[src/rtl/modem_symbol_framer_if.sv]
// -----------------------------------------------------------------------------
// modem_symbol_framer_if
//
// Purpose: groups the byte-input handshake and the symbol-output bus of
// modem_symbol_framer so the framer and its driver share one bundle.
//
// Signals:
//   ena        design enable; low freezes the framer
//   sel[1:0]   modulation mode: 00 ASK, 01 FSK, 10 BPSK, 11 QPSK
//   din[7:0]   byte to transmit
//   din_valid  din holds a valid byte
//   din_ready  framer accepts a byte this cycle
//   sym[1:0]   current symbol to the downstream modulator
//   sym_stb    one-cycle pulse on the first enabled cycle of every symbol
//   tx_active  high while a frame is in progress
//
// Handshake: a byte moves on a rising edge where din_valid, din_ready and ena
// are all high. din_ready is a pure combinational function of ena and the
// framer state, so it never depends on din_valid. A valid byte that is not
// accepted is simply dropped by the framer; nothing is queued, and the source
// must keep din_valid high (with stable din/sel) until it sees the transfer.
// -----------------------------------------------------------------------------
interface modem_symbol_framer_if;

    logic       ena;
    logic [1:0] sel;
    logic [7:0] din;
    logic       din_valid;
    logic       din_ready;
    logic [1:0] sym;
    logic       sym_stb;
    logic       tx_active;

    // Framer side.
    modport slave (
        input  ena,
        input  sel,
        input  din,
        input  din_valid,
        output din_ready,
        output sym,
        output sym_stb,
        output tx_active
    );

    // Source / modulator side.
    modport master (
        output ena,
        output sel,
        output din,
        output din_valid,
        input  din_ready,
        input  sym,
        input  sym_stb,
        input  tx_active
    );

endinterface

[src/rtl/modem_symbol_framer.sv]
// -----------------------------------------------------------------------------
// modem_symbol_framer
//
// Purpose: takes one byte at a time and emits a frame of 2-bit symbols for a
// downstream modulator:
//   PREAMBLE : PREAMBLE_SYMS alternating symbols, starting with the "on"
//              symbol (01 for ASK/FSK/BPSK, 11 for QPSK)
//   DATA     : the byte LSB first, 8 one-bit symbols {0,bit} or, for QPSK,
//              4 dibit symbols din[1:0], din[3:2], din[5:4], din[7:6]
//   STOP     : one 00 symbol, then back to IDLE
// Every symbol lasts CLKS_PER_SYM enabled cycles; sym_stb marks its first
// enabled cycle. The mode is latched with the byte and governs the frame.
//
// Parameters:
//   CLKS_PER_SYM   clock cycles per symbol (2..256)
//   PREAMBLE_SYMS  preamble symbols per frame (1..16)
//
// Ports:
//   clk          rising-edge clock
//   rst_n        asynchronous active-low reset
//   bus          modem_symbol_framer_if.slave (ena, sel, din, din_valid,
//                din_ready, sym, sym_stb, tx_active)
//   dbg_state_o  FSM state: 0 IDLE, 1 PREAMBLE, 2 DATA, 3 STOP
// -----------------------------------------------------------------------------
module modem_symbol_framer #(
    parameter int CLKS_PER_SYM  = 16,
    parameter int PREAMBLE_SYMS = 4
) (
    input  logic                  clk,
    input  logic                  rst_n,
    modem_symbol_framer_if.slave  bus,
    output logic [1:0]            dbg_state_o
);

    typedef enum logic [1:0] {
        ST_IDLE     = 2'd0,
        ST_PREAMBLE = 2'd1,
        ST_DATA     = 2'd2,
        ST_STOP     = 2'd3
    } state_t;

    localparam int             CW       = (CLKS_PER_SYM > 2) ? $clog2(CLKS_PER_SYM) : 1;
    localparam logic [CW-1:0]  CNT_LAST = CW'(CLKS_PER_SYM - 1);
    localparam logic [3:0]     PRE_LAST = 4'(PREAMBLE_SYMS - 1);
    localparam logic [1:0]     MODE_QPSK = 2'b11;

    // -------------------------------------------------------------------------
    // State
    // -------------------------------------------------------------------------
    state_t         state_q, state_d;
    logic [CW-1:0]  cnt_q,   cnt_d;     // cycle within the current symbol
    logic [3:0]     idx_q,   idx_d;     // symbol index within the current state
    logic [7:0]     shift_q, shift_d;   // remaining data bits, LSB next
    logic [1:0]     mode_q,  mode_d;    // modulation mode latched with the byte
    logic [1:0]     sym_q,   sym_d;
    // A new symbol has been loaded but its strobe has not been issued yet.
    // Holding it as state (rather than deriving it from cnt_q == 0) lets a
    // strobe that falls in an ena-low gap come out on the first enabled cycle.
    logic           pend_q,  pend_d;

    // -------------------------------------------------------------------------
    // Mode-dependent helpers
    // -------------------------------------------------------------------------
    logic           is_qpsk;
    logic [1:0]     on_sym;
    logic [1:0]     data_sym;
    logic [7:0]     shift_next;
    logic [3:0]     data_last;
    logic           sym_end;

    always_comb begin
        is_qpsk    = (mode_q == MODE_QPSK);
        on_sym     = is_qpsk ? 2'b11 : 2'b01;
        data_sym   = is_qpsk ? shift_q[1:0] : {1'b0, shift_q[0]};
        shift_next = is_qpsk ? {2'b00, shift_q[7:2]} : {1'b0, shift_q[7:1]};
        data_last  = is_qpsk ? 4'd3 : 4'd7;
        sym_end    = (cnt_q == CNT_LAST);
    end

    // -------------------------------------------------------------------------
    // Next-state logic. Every register defaults to hold, and nothing moves
    // unless ena is high, which gives the freeze-on-ena-low behaviour for free.
    // -------------------------------------------------------------------------
    always_comb begin
        state_d = state_q;
        cnt_d   = cnt_q;
        idx_d   = idx_q;
        shift_d = shift_q;
        mode_d  = mode_q;
        sym_d   = sym_q;
        pend_d  = pend_q;

        if (bus.ena) begin
            if (state_q == ST_IDLE) begin
                if (bus.din_valid) begin
                    state_d = ST_PREAMBLE;
                    mode_d  = bus.sel;
                    shift_d = bus.din;
                    cnt_d   = '0;
                    idx_d   = 4'd0;
                    sym_d   = (bus.sel == MODE_QPSK) ? 2'b11 : 2'b01;
                    pend_d  = 1'b1;
                end
            end else begin
                // The strobe (if pending) is issued on this enabled cycle.
                pend_d = 1'b0;
                if (!sym_end) begin
                    cnt_d = cnt_q + CW'(1);
                end else begin
                    // Last cycle of a symbol: load the following one.
                    cnt_d  = '0;
                    pend_d = 1'b1;
                    case (state_q)
                        ST_PREAMBLE: begin
                            if (idx_q == PRE_LAST) begin
                                state_d = ST_DATA;
                                idx_d   = 4'd0;
                                sym_d   = data_sym;
                                shift_d = shift_next;
                            end else begin
                                idx_d = idx_q + 4'd1;
                                // Even indices carry the "on" symbol.
                                sym_d = idx_q[0] ? on_sym : 2'b00;
                            end
                        end
                        ST_DATA: begin
                            if (idx_q == data_last) begin
                                state_d = ST_STOP;
                                idx_d   = 4'd0;
                                sym_d   = 2'b00;
                            end else begin
                                idx_d   = idx_q + 4'd1;
                                sym_d   = data_sym;
                                shift_d = shift_next;
                            end
                        end
                        default: begin
                            // End of STOP: back to IDLE with a quiet output.
                            state_d = ST_IDLE;
                            idx_d   = 4'd0;
                            shift_d = 8'h00;
                            sym_d   = 2'b00;
                            pend_d  = 1'b0;
                        end
                    endcase
                end
            end
        end
    end

    // -------------------------------------------------------------------------
    // Registers
    // -------------------------------------------------------------------------
    always_ff @(posedge clk or negedge rst_n) begin
        if (!rst_n) begin
            state_q <= ST_IDLE;
            cnt_q   <= '0;
            idx_q   <= 4'd0;
            shift_q <= 8'h00;
            mode_q  <= 2'b00;
            sym_q   <= 2'b00;
            pend_q  <= 1'b0;
        end else begin
            state_q <= state_d;
            cnt_q   <= cnt_d;
            idx_q   <= idx_d;
            shift_q <= shift_d;
            mode_q  <= mode_d;
            sym_q   <= sym_d;
            pend_q  <= pend_d;
        end
    end

    // -------------------------------------------------------------------------
    // Outputs
    // -------------------------------------------------------------------------
    assign bus.din_ready = bus.ena && (state_q == ST_IDLE);
    assign bus.sym       = sym_q;
    assign bus.sym_stb   = bus.ena && pend_q;
    assign bus.tx_active = (state_q != ST_IDLE);
    assign dbg_state_o   = state_q;

endmodule

[src/flat_wrapper.sv]
// flat-port wrapper written by rule: the top's interface ports become plain ports
module modem_symbol_framer_flat 
#(
    parameter int CLKS_PER_SYM  = 16,
    parameter int PREAMBLE_SYMS = 4
)
  (clk, rst_n, dbg_state_o, bus_ena, bus_sel, bus_din, bus_din_valid, bus_din_ready, bus_sym, bus_sym_stb, bus_tx_active);
  modem_symbol_framer_if bus_i ();
  input  logic clk;
  input  logic rst_n;
  output logic [1:0] dbg_state_o;
  input wire logic [$bits(bus_i.ena)-1:0] bus_ena;
  input wire logic [$bits(bus_i.sel)-1:0] bus_sel;
  input wire logic [$bits(bus_i.din)-1:0] bus_din;
  input wire logic [$bits(bus_i.din_valid)-1:0] bus_din_valid;
  output wire logic [$bits(bus_i.din_ready)-1:0] bus_din_ready;
  output wire logic [$bits(bus_i.sym)-1:0] bus_sym;
  output wire logic [$bits(bus_i.sym_stb)-1:0] bus_sym_stb;
  output wire logic [$bits(bus_i.tx_active)-1:0] bus_tx_active;
  assign bus_i.ena = bus_ena;
  assign bus_i.sel = bus_sel;
  assign bus_i.din = bus_din;
  assign bus_i.din_valid = bus_din_valid;
  assign bus_din_ready = bus_i.din_ready;
  assign bus_sym = bus_i.sym;
  assign bus_sym_stb = bus_i.sym_stb;
  assign bus_tx_active = bus_i.tx_active;
  modem_symbol_framer #(.CLKS_PER_SYM(CLKS_PER_SYM), .PREAMBLE_SYMS(PREAMBLE_SYMS)) u_core (.clk(clk), .rst_n(rst_n), .bus(bus_i), .dbg_state_o(dbg_state_o));
endmodule
[config.mk]
export PLATFORM = sky130hd
export DESIGN_NAME = modem_symbol_framer_flat
export DESIGN_NICKNAME = d
export VERILOG_FILES = /design/src/rtl/modem_symbol_framer_if.sv /design/src/rtl/modem_symbol_framer.sv /design/src/flat_wrapper.sv
export SDC_FILE = /design/constraint.sdc
export NUM_CORES = 1
export LEC_CHECK = 0
export ABC_AREA = 1
export CORE_ASPECT_RATIO = 1.25
export CORE_MARGIN = 4
export CORE_UTILIZATION = 50
export CTS_BUF_LIST = sky130_fd_sc_hd__clkbuf_16
export CTS_CLUSTER_DIAMETER = 200
export DETAILED_ROUTE_END_ITERATION = 8
export GPL_TIMING_DRIVEN = 0
export PLACE_DENSITY_LB_ADDON = 0.05
export SLEW_MARGIN = 20
export SYNTH_ARGS = -nofsm -noshare
export SYNTH_HDL_FRONTEND = slang
export SYNTH_SLANG_ARGS = --single-unit
[constraint.sdc]
create_clock -name clk -period 4.5 [get_ports clk]
set_clock_uncertainty 0.2 [all_clocks]
set_input_delay 0.45 -clock clk [delete_from_list [all_inputs] [get_ports clk]]
set_output_delay 0.45 -clock clk [all_outputs]
set_load 0.005 [all_outputs]
==> results of run 1 <==
kinds of logic (layout without fill, tap and decap cells):
| group | after synthesis | after routing | synth area share (%) |
|---|---|---|---|
| simple gates | 95 | 95 | 32.55 |
| compound gates | 31 | 31 | 11.27 |
| buf+inv | 24 | 48 | 7.303 |
| flops | 23 | 23 | 41.48 |
| fa+ha+maj | 5 | 5 | 4.509 |
| xor+xnor | 2 | 2 | 1.263 |
| mux | 2 | 2 | 1.623 |
worst register-to-register path, stage by stage, from the launching register on:
cell and delay (ns):
sky130_fd_sc_hd__dfrtp_1 0.39, sky130_fd_sc_hd__inv_1 0.08, sky130_fd_sc_hd__ha_1 0.26, sky130_fd_sc_hd__inv_2 0.13
sky130_fd_sc_hd__nand2_2 0.12, sky130_fd_sc_hd__nand2_4 0.11, sky130_fd_sc_hd__nand2_4 0.08, sky130_fd_sc_hd__inv_4 0.10
sky130_fd_sc_hd__nand2_4 0.07, sky130_fd_sc_hd__nor2_8 0.11, sky130_fd_sc_hd__buf_6 0.15, sky130_fd_sc_hd__o21ai_0 0.08
flip-flops by register name, summed over array words and instances (netlist names):
register	flops
u_core.pend_q	1
u_core.idx_q	4
u_core.dbg_state_o	2
u_core.mode_q	2
u_core.cnt_q	4
u_core.shift_q	8
u_core.bus.sym	2
synth_stat cells (all sizes together):
cell     n
a21oi    5
a31oi    1
buf      2
clkinv   1
dfrtp   23
ha       5
inv     21
mux2     2
nand2   57
nand3   21
nand4    2
nor2    15
o21ai   25
xor2     2
layout make-up:
| cell class | count | area, sq um |
|---|---|---|
| Clock inverter | 1 | 3.754 |
| Fill cell | 258 | 975.9 |
| Multi-Input combinational cell | 135 | 710.7 |
| Tap cell | 34 | 42.54 |
| Sequential cell | 23 | 575.6 |
| Inverter | 22 | 85.08 |
| Clock buffer | 3 | 75.07 |
| Buffer | 2 | 16.27 |
| Timing Repair Buffer | 20 | 195.2 |
power by group:
group	total, uW	internal [uW]	switching [uW]
Combinational	192	91.9	99.6
Clock	189	118	70.3
Sequential	333	273	60.1
layer usage:
layer	vias to the layer above	track usage (%)	part of all wire, %
li1	640	-	-
met2	24	35.65	52
met3	8	1.342	3.4
met5	-	0	0
met4	0	10.33	2.4
met1	601	25.10	42
final timing paths:
path	from	to	slack, ns	cells past startpoint
setup / recovery	bus_ena	bus_din_ready	2.15	4
hold / removal	rst_n	u_core.cnt_q[0]	-0.03	1
setup reg to reg	u_core.dbg_state_o[0]	u_core.shift_q[4]	2.49	11
hold reg to reg	u_core.shift_q[3]	u_core.shift_q[3]	0.30	2
max in group asynchronous	rst_n	u_core.shift_q[7]	3.78	1
min in group clk	u_core.shift_q[3]	u_core.shift_q[3]	0.30	2
per-stage QoR:
step           hold slack, ns  std cells  setup WS, ns
2_1_floorplan        -0.04559        182         2.714
3_3_place_gp           0.2806        236         2.149
3_5_place_dp           0.2879        236         2.137
4_1_cts                0.3016        240         2.134
5_1_grt              0.006123        240         2.072
6_report             -0.03081        240         2.147
placed cells by master, fill, tap and decap left out, drive strengths merged:
cell type      instances
buf                    3
nor2                  15
clkbuf                 3
ha                     5
dfrtp                 23
o21ai                 25
nand2                 57
mux2                   2
clkinv                 1
xor2                   2
nand4                  2
inv                   22
nand3                 21
a31oi                  1
clkdlybuf4s50         19
a21oi                  5
==> results, run 1 <==
- The row count is 21.
- The completed layout was analyzed and its total power is 713.1 uW.
- The cell that appears most often on the critical path is sky130_fd_sc_hd__clkdlybuf4s50_1.
- Counting flops and latches in the post-synthesis netlist gives 23.
- For this run, the detailed router's first-pass iteration total came to 4.
- In this run the static leakage power is 0.0008560 uW.
- In the synthesized netlist, the number of instances is 182.
- VDD sags by at most 0.2762 mV.
- The post-synthesis net count is 201.
- The critical path goes through clkdlybuf4s50_1, nand2_1, inv_1, clkdlybuf4s50_1.
- The total routing resource utilization after global routing is 20.74%.
- The number of max-capacitance violations reported is 0.
- In the final timing run, aggregate negative setup slack is 0 ns.
- The via count is 1273.
- The last weighted congestion value of the routability-driven placer is 0.8340.
- The initial antenna violation count is 0.
- The later pin in the worst-skew pair is clocked with a latency of 0.25 ns.
- The HPWL after detailed placement is 2350 um.
- The flow ran to the end, but the final reports show violations.
- Input and output buffers added on the ports amount to 20.
- The via count of the first global-routing pass was 1269.
- The share of the cycle needed by the critical path after routing is 52.29%.
- The critical path in this run is classified as input pin to output pin.
- The setup violation total in the final timing report is 0.
- Cells with a size suffix above 1 make up 10.19% of the layout.
- The synthesis warning total is 0.
- The total overflow left after global routing is 0.
- Once the clock tree was built, the resizer swapped 0 gates to a different size.
- The number of max-slew violations in the final report is 0.
- The horizontal extent of the die is 55.12 um.
- The shortest clock period the worst path allows after layout is 2.353 ns.
- For the worst setup path, the data arrival time is 1.70 ns.
- The worst min-delay path class is input pin to async pin.
- The die covers 0.003688 sq mm.
- At the worst endpoint, the required time is 3.85 ns.
- The area of the core region is 0.002680 sq mm.
- The share of the yosys chip area belonging to registers is 41.48%.
- The starting density of the core is 51.77%.
- On the critical path the largest part of the delay comes from buffers and inverters.
- The remaining antenna violation count after routing is 0.
- The longest individual stage delay on the worst path is 0.60 ns.
- In this run the vertical extent of the chip is 66.90 um.
- The first global-routing pass estimated 5582 um of wire.
- The number of design-rule violations left by the first detailed-router iteration is 46.
- Counting along the longest clock path gives a buffer depth of 2.
- The maximum fanout along the worst path is 6.
- The worst pin sits at a relative slew slack of 64.95%.
- On the critical path, the stage with the largest delay is an instance of sky130_fd_sc_hd__clkdlybuf4s50_1.
- Setup repair after global routing left no endpoint under its margin.
- At the pin with the least slew margin, the transition time is 0.5258 ns.
- The clock buffer count from CTS is 3.
- Averaged over all synthesized cells, the footprint is 7.624 sq um.
- The worst-case hold slack is -0.03081 ns.
- The kind of launch point of the worst setup path is an input pin.
- The hold violation count in the final report is 23.
- Together, buffers and inverters on the worst path number 3.
- The signed area change from the synthesized netlist to the final layout is 22.81%.
- In the final routed layout, each cell accounts on average for 13.16 um.
- The share of the synthesized area in the top cell type is 41.48%.
- The clock sink count is 23.
- The clock tree root buffer cell is sky130_fd_sc_hd__clkbuf_16.
- Ranked by total cell area, the synthesized netlist is headed by sky130_fd_sc_hd__dfrtp_1 (41%), sky130_fd_sc_hd__nand2_1 (14%), sky130_fd_sc_hd__o21ai_0 (7.2%).
- After detailed routing, the total wire length is 3159 um.
- The boundary pin count is 21.
- The repair_antennas step left the layout with diodes totalling 0.
- The post-detailed-route DRC marker count is 0.
- Measured on the finished design, the core utilization comes to 63.59%.
- The clock edge transition at the registers on the reported setup and hold paths is 0.06 ns.
- The cts-stage hold buffer count is 0.
- Once the clock tree was built, the setup fixing pass inserted 0 buffers.
- The via density per instance is 5.304.
- The fmax is 425.0 MHz.
- The cell area that synthesis handed to floorplanning was 0.001388 sq mm.
- Entering global routing, the biggest net connects 24 pins.
- TritonCTS built the clock tree.
- The instance area after placement is 0.001630 sq mm.
- The final reports fail on negative hold slack.
- Power spread over the standard cell area amounts to 418.5 mW/mm^2.
- STA classifies the critical path endpoint as an output pin.
- The count of unique library cells instantiated by Yosys is 23.
- The biggest area consumer among synthesized cells is sky130_fd_sc_hd__dfrtp_1.
- In this run the number of H-tree levels came out at 1.
- The total number of nets in the final design is 226.
- The area of all placed cells without fillers is 0.001704 sq mm.
No activity file was read; power rests on OpenSTA's default activity.
==> inputs of run 2 (changes only) <==
- clock period: 4.5 -> 2.21 ns (I/O delays scaled with it)
==> run 2 against run 1 <==
Net effect: the run now ends clean; global-route usage stayed put; sequential share of layout area is 0.30 points lower; final area is 0.88% higher; clock-buffer cell count stayed put; worst setup slack worse by 2.0 ns; sequential cell count stayed put; worst hold slack better by 0.31 ns.
==> results, run 2 (synthesis gave the netlist of run 1 again) <==
- Across the run, the number of max-cap violations was 0.
- The total routing resource utilization after global routing is 20.74%.
- The initial antenna violation count is 0.
- Port buffering added 20 buffers.
- The run finished with clean final reports.
- The first global-routing pass estimated 5582 um of wire.
- The die covers 0.003688 sq mm.
- In the final layout, the registers with the most flip-flops are u_core.shift_q x8, u_core.cnt_q x4, u_core.idx_q x4.
- The signed area change from the synthesized netlist to the final layout is 23.90%.
- Setup repair after global routing left no endpoint under its margin.
- The number of buffers on the longest clock path is 2.
- The last weighted congestion value of the routability-driven placer is 0.8340.
- The clock buffer count from CTS is 3.
- The clock latency at the later pin of the worst-skew pair is 0.25 ns.
- The initial utilization of the core area, before any placement, comes to 51.77%.
- The required time at the worst-slack endpoint is 1.79 ns.
- Entering global routing, the biggest net connects 24 pins.
- The half-perimeter wire length after detailed placement is 2350 um.
- The detailed router placed 1285 vias in this run.
- The iteration count of the initial detailed-routing pass is 4.
- Of the cells placed in the final design, the portion with a size suffix greater than 1 is 10.63%.
- Along the worst path, the maximum fanout reaches 4.
- The clock sink count is 23.
- The detail route stage leaves a number of antenna-violating nets equal to 0.
- The via density per instance is 5.332.
- The worst setup path is launched from a flop.
- The kind of capture point of the worst setup path is an output pin.
- The CTS H-tree depth is 1.
- The clock tree from TritonCTS is done.
- The total chip power is 1455 uW.
- Row generation in the floorplan step produced 21 rows.
- Dividing the detail-routed wire length by the instance count gives 13.12 um.
- The shortest clock period the worst path allows after layout is 2.065 ns.
- The data arrival time of the critical path is 1.64 ns.
- The clock tree root buffer cell is sky130_fd_sc_hd__clkbuf_16.
- The area of the core region is 0.002680 sq mm.
- The die outline height is 66.90 um.
- The share of the cycle needed by the critical path after routing is 93.45%.
- Setup violations remaining at the end of the flow were counted as 0.
- After the last flow step, the layout net total stands at 227.
- The pin slew with the least headroom to its limit is 0.5293 ns.
- The total overflow left after global routing is 0.
- The via count of the first global-routing pass is 1269.
- The final layout contains routed wiring with a total length of 3163 um.
- The number of max-slew violations in the final report was 0.
- The number of flip-flops in the largest register is 8.
- Across all register-to-register paths, the minimum setup slack is 0.19 ns.
- The classification of the worst setup path is flop to output pin.
- The tightest min-delay check is of the input pin to async pin type.
- The antenna diode count is 0.
- Adding up every negative setup slack in the final design gives 0 ns.
- The number of design-rule violations left by the first detailed-router iteration is 45.
- The power density of the placed cells is 846.5 mW/mm^2.
- Summed over all cells, the static leakage comes to 0.0008602 uW.
- The most common cell after layout, fill and taps aside is sky130_fd_sc_hd__nand2_1.
- The horizontal extent of the die is 55.12 um.
- Static timing analysis puts the maximum clock frequency at 484.2 MHz.
- The hold violation count in the final report came to 0.
- The post-detailed-route DRC marker count is 0.
- In the layout the commonest cells are sky130_fd_sc_hd__nand2_1 (51), sky130_fd_sc_hd__dfrtp_1 (23), sky130_fd_sc_hd__o21ai_0 (20), sky130_fd_sc_hd__inv_1 (19), sky130_fd_sc_hd__clkdlybuf4s50_1 (19).
- Clock-pin slew was measured on the worst setup and hold paths at 0.06 ns.
- The worst slew margin relative to its limit is 64.72%.
- 21 I/O pins were placed.
- Across the VDD grid, the largest voltage drop is 0.5629 mV.
- More flip-flops sit in one register than any other, and that register is u_core.shift_q.
[run 2: timing repair]
item                                   4_1_cts  5_1_grt
hold buffers                                 0        1
setup buffers                                0        0
setup endpoints to repair                    0        1
endpoints found under the hold margin        0       23
resized for setup                            0        1
[run 2: stage by stage]
step	cells	util, %	hold slack (ns)	area [sq um]	setup WS, ns
5_1_grt	241	64.15	0.3334	1719	0.01142
3_5_place_dp	236	60.83	0.2879	1630	0.1827
6_report	241	64.15	0.2807	1719	0.1448
3_3_place_gp	236	60.83	0.2806	1630	0.2089
4_1_cts	240	63.77	0.3016	1709	0.1368
2_1_floorplan	182	-	-0.2746	1388	0.4244
[run 2: layout make-up]
type	count	area (sq um)
clock buffers	3	75.07
flip-flops and latches	23	575.6
clock inverters	1	3.754
well taps	34	42.54
inverters	22	85.08
fillers	256	960.9
repair buffers	21	205.2
plain buffers	2	16.27
multi-input cells	135	715.7
[run 2: power by group]
part	internal, uW	switching (uW)	leakage (uW)
clock network	241	143	0.0000423
logic	189	204	0.000532
registers	555	123	0.000285
total	985	470	0.000860
[run 2: final timing paths]
path / endpoint / depth (start not counted) / startpoint
min: u_core.cnt_q[0] / 2 / rst_n
min reg2reg: u_core.shift_q[3] / 2 / u_core.shift_q[3]
max reg2reg: u_core.shift_q[4] / 11 / u_core.dbg_state_o[0]
max: bus_din_ready / 5 / u_core.dbg_state_o[0]
min in group clk: u_core.shift_q[3] / 2 / u_core.shift_q[3]
max in group asynchronous: u_core.dbg_state_o[0] / 2 / rst_n
[run 2: per-layer routing]
| metal | wire length [um] | global-route usage (%) |
|---|---|---|
| met3 | 99 | 1.342 |
| met4 | 76 | 10.33 |
| met1 | 1358 | 25.10 |
| met5 | 0 | 0 |
| met2 | 1628 | 35.65 |
[run 2: worst max-delay path, stage by stage, from the launching register on]
cell	delay (ns)
sky130_fd_sc_hd__dfrtp_1	0.41
sky130_fd_sc_hd__inv_1	0.10
sky130_fd_sc_hd__ha_1	0.24
sky130_fd_sc_hd__nand2_1	0.07
sky130_fd_sc_hd__inv_1	0.08
sky130_fd_sc_hd__clkdlybuf4s50_1	0.50
==> inputs of run 3 (changes only) <==
- CELL_PAD_IN_SITES_DETAIL_PLACEMENT: unset -> 0
- CELL_PAD_IN_SITES_GLOBAL_PLACEMENT: unset -> 1
- CORE_UTILIZATION: 50 -> 39
==> run 3 against run 2 <==
Net effect: worst hold slack gained 0.0060 ns; via count decreased by 0.86%; critical path depth stayed put; highest routed layer unchanged; die area rose by 24%; global-route usage shrank 4.7 points.
==> results, run 3 (synthesis gave the netlist of run 1 again) <==
- Leaving out fill and tap cells, the most frequent cell in the layout is sky130_fd_sc_hd__nand2_1.
- TritonCTS built the clock tree.
- The number of max-slew violations in the final report came to 0.
- For the worst setup path, the data required time is 1.79 ns.
- The initial antenna violation count is 0.
- The die outline height is 74.69 um.
- Derived from the worst setup path, the maximum achievable clock frequency is 488.8 MHz.
- The setup violation total in the final timing report is 0.
- The total wirelength of the detailed-routed design is 3324 um.
- The endpoint of the worst register-to-register path is u_core.shift_q[6].
- The clock edge transition at the registers on the reported setup and hold paths is 0.06 ns.
- Counting cells, the worst reg-to-reg path comes to 12.
- Entering global routing, the biggest net connects 24 pins.
- Input and output buffers added on the ports amount to 20.
- The hold violation count in the final report was 0.
- The clock buffer count from CTS is 3.
- The post-detailed-route DRC marker count is 0.
- The number of flip-flops in the largest register is 8.
- The clock tree root buffer cell is sky130_fd_sc_hd__clkbuf_16.
- The number of design-rule violations left by the first detailed-router iteration is 49.
- The signed area change from the synthesized netlist to the final layout is 23.99%.
- The first global-routing pass estimated 5589 um of wire.
- The per-cell routed wire length is 13.62 um.
- In this run the number of H-tree levels came out at 1.
- Along the worst path, the maximum fanout reaches 4.
- The post-CTS setup repair buffer count is 0.
- The power density of the placed cells is 849.6 mW/mm^2.
- The tree built by TritonCTS fans out to 23 sinks.
- The worst setup path is launched from a flop.
- The start of the worst register-to-register path is u_core.dbg_state_o[0].
- Summing all placed instances gives a cell area of 0.001634 sq mm.
- The first TritonRoute pass finished after 4 iterations.
- The worst min-delay path class is input pin to async pin.
- The top register by number of flip-flops is u_core.shift_q.
- For this run, the total global-route usage over all layers was measured as 16.07%.
- The worst setup path is captured at an output pin.
- Detailed placement ended at an HPWL of 2549 um.
- The top cell types in the final layout, fill and taps aside, are sky130_fd_sc_hd__nand2_1 (51), sky130_fd_sc_hd__dfrtp_1 (23), sky130_fd_sc_hd__o21ai_0 (20).
- The flow ran to the end, and the final reports show no timing, DRC or antenna violations.
- The clock latency at the later pin of the worst-skew pair is 0.25 ns.
- Summing all non-filler instances in the final layout gives an area of 0.001720 sq mm.
- The remaining global-route overflow is 0.
- The number of max-capacitance violations reported is 0.
- The classification of the worst setup path is flop to output pin.
- Adding up every negative setup slack in the final design gives 0 ns.
- The worst slew margin relative to its limit is 64.59%.
- In the final design database the tool counted 227 nets.
- The horizontal extent of the die is 61.35 um.
- At the end of routability-driven placement, the weighted congestion stood at 0.8190.
- The via count of the first global-routing pass is 1267.
- Once the floorplan was initialized, standard cells occupied 41.93% of the core.
- Setup repair after global routing left no endpoint under its margin.
- For this design the static power due to leakage is 0.0008590 uW.
- At the pin with the least slew margin, the transition time is 0.5311 ns.
- The register-to-register setup slack is 0.23 ns.
- The shortest clock period the worst path allows after layout is 2.046 ns.
- The largest registers in the layout are u_core.shift_q x8, u_core.cnt_q x4, u_core.idx_q x4.
- During I/O placement, the number of pins put on the boundary was 21.
- The core region is 0.003309 sq mm.
- The number of antenna diodes in the final layout is 0.
- Of the cells placed in the final design, the portion with a size suffix greater than 1 is 10.63%.
- The via count is 1274.
- The data arrival time of the critical path is 1.62 ns.
- The floorplan has 23 rows.
- The detail route stage leaves a number of antenna-violating nets equal to 0.
- The via density per instance is 5.221.
- The floorplan step defined a die boundary enclosing 0.004582 sq mm.
- The maximum vdd ir drop is 0.4642 mV.
- No sink is reached through more buffers than the 2 on the longest clock path.
- After layout, the worst path uses 92.57% of the clock period.
run 3: cell count changes in the layout (fill, tap and decap cells not counted):
| cell | delta |
|---|---|
| sky130_fd_sc_hd__ha_1 | -1 |
| sky130_fd_sc_hd__nand3_1 | +1 |
| sky130_fd_sc_hd__ha_2 | +1 |
| sky130_fd_sc_hd__nand3_2 | -1 |
run 3: per-layer routing:
layer	track usage (%)	part of all wire, %	vias to the layer above
met5	0	0	-
met4	4.245	0.60	0
met3	2.401	5.5	2
met2	28.71	51	31
met1	19.91	43	600
li1	-	-	641
run 3: worst max-delay path by stage:
stage,from,to,cells after the start
2_1_floorplan,u_core.dbg_state_o[0],u_core.shift_q[4],11
3_3_place_gp,bus_ena,u_core.shift_q[6],9
3_5_place_dp,u_core.dbg_state_o[0],u_core.shift_q[4],12
4_1_cts,u_core.dbg_state_o[1],bus_din_ready,5
5_1_grt,u_core.dbg_state_o[1],bus_din_ready,5
6_report,u_core.dbg_state_o[0],bus_din_ready,5
run 3: area by class of cell:
type	count	area [sq um]
buffer	2	16.27
clock buffer	3	75.07
clock inverter	1	3.754
fill	342	1589
inverter	22	85.08
multi-input combinational	135	713.2
sequential	23	575.6
tap	37	46.29
timing repair buffer	21	205.2
run 3: worst max-delay path, cell delays in order (launching register included):
cell and delay (ns):
sky130_fd_sc_hd__dfrtp_1 0.41, sky130_fd_sc_hd__inv_1 0.10, sky130_fd_sc_hd__ha_2 0.24, sky130_fd_sc_hd__nand2_1 0.07, sky130_fd_sc_hd__inv_1 0.07, sky130_fd_sc_hd__clkdlybuf4s50_1 0.49
run 3: through the flow:
step                total power, uW  util, %  hold WS, ns  instances  setup slack (ns)
floorplan                     920.7        -      -0.2746        182            0.4244
global placement               1053    49.38       0.2825        239            0.1677
detailed placement             1077    49.38       0.2921        239            0.1473
CTS                            1474    51.76       0.3062        243           0.09202
global route                   1574    51.98       0.3311        244           0.03856
finish                         1462    51.98       0.2867        244            0.1643
run 3: what timing repair did:
action,CTS,global route
hold buffers,0,1
endpoints found under the setup margin,0,3
endpoints found under the hold margin,0,23
resized for setup,0,1
run 3: report_power, final:
group / internal [uW] / switching [uW]
registers: 555 / 125
clock network: 241 / 144
logic: 190 / 207
total: 986 / 476
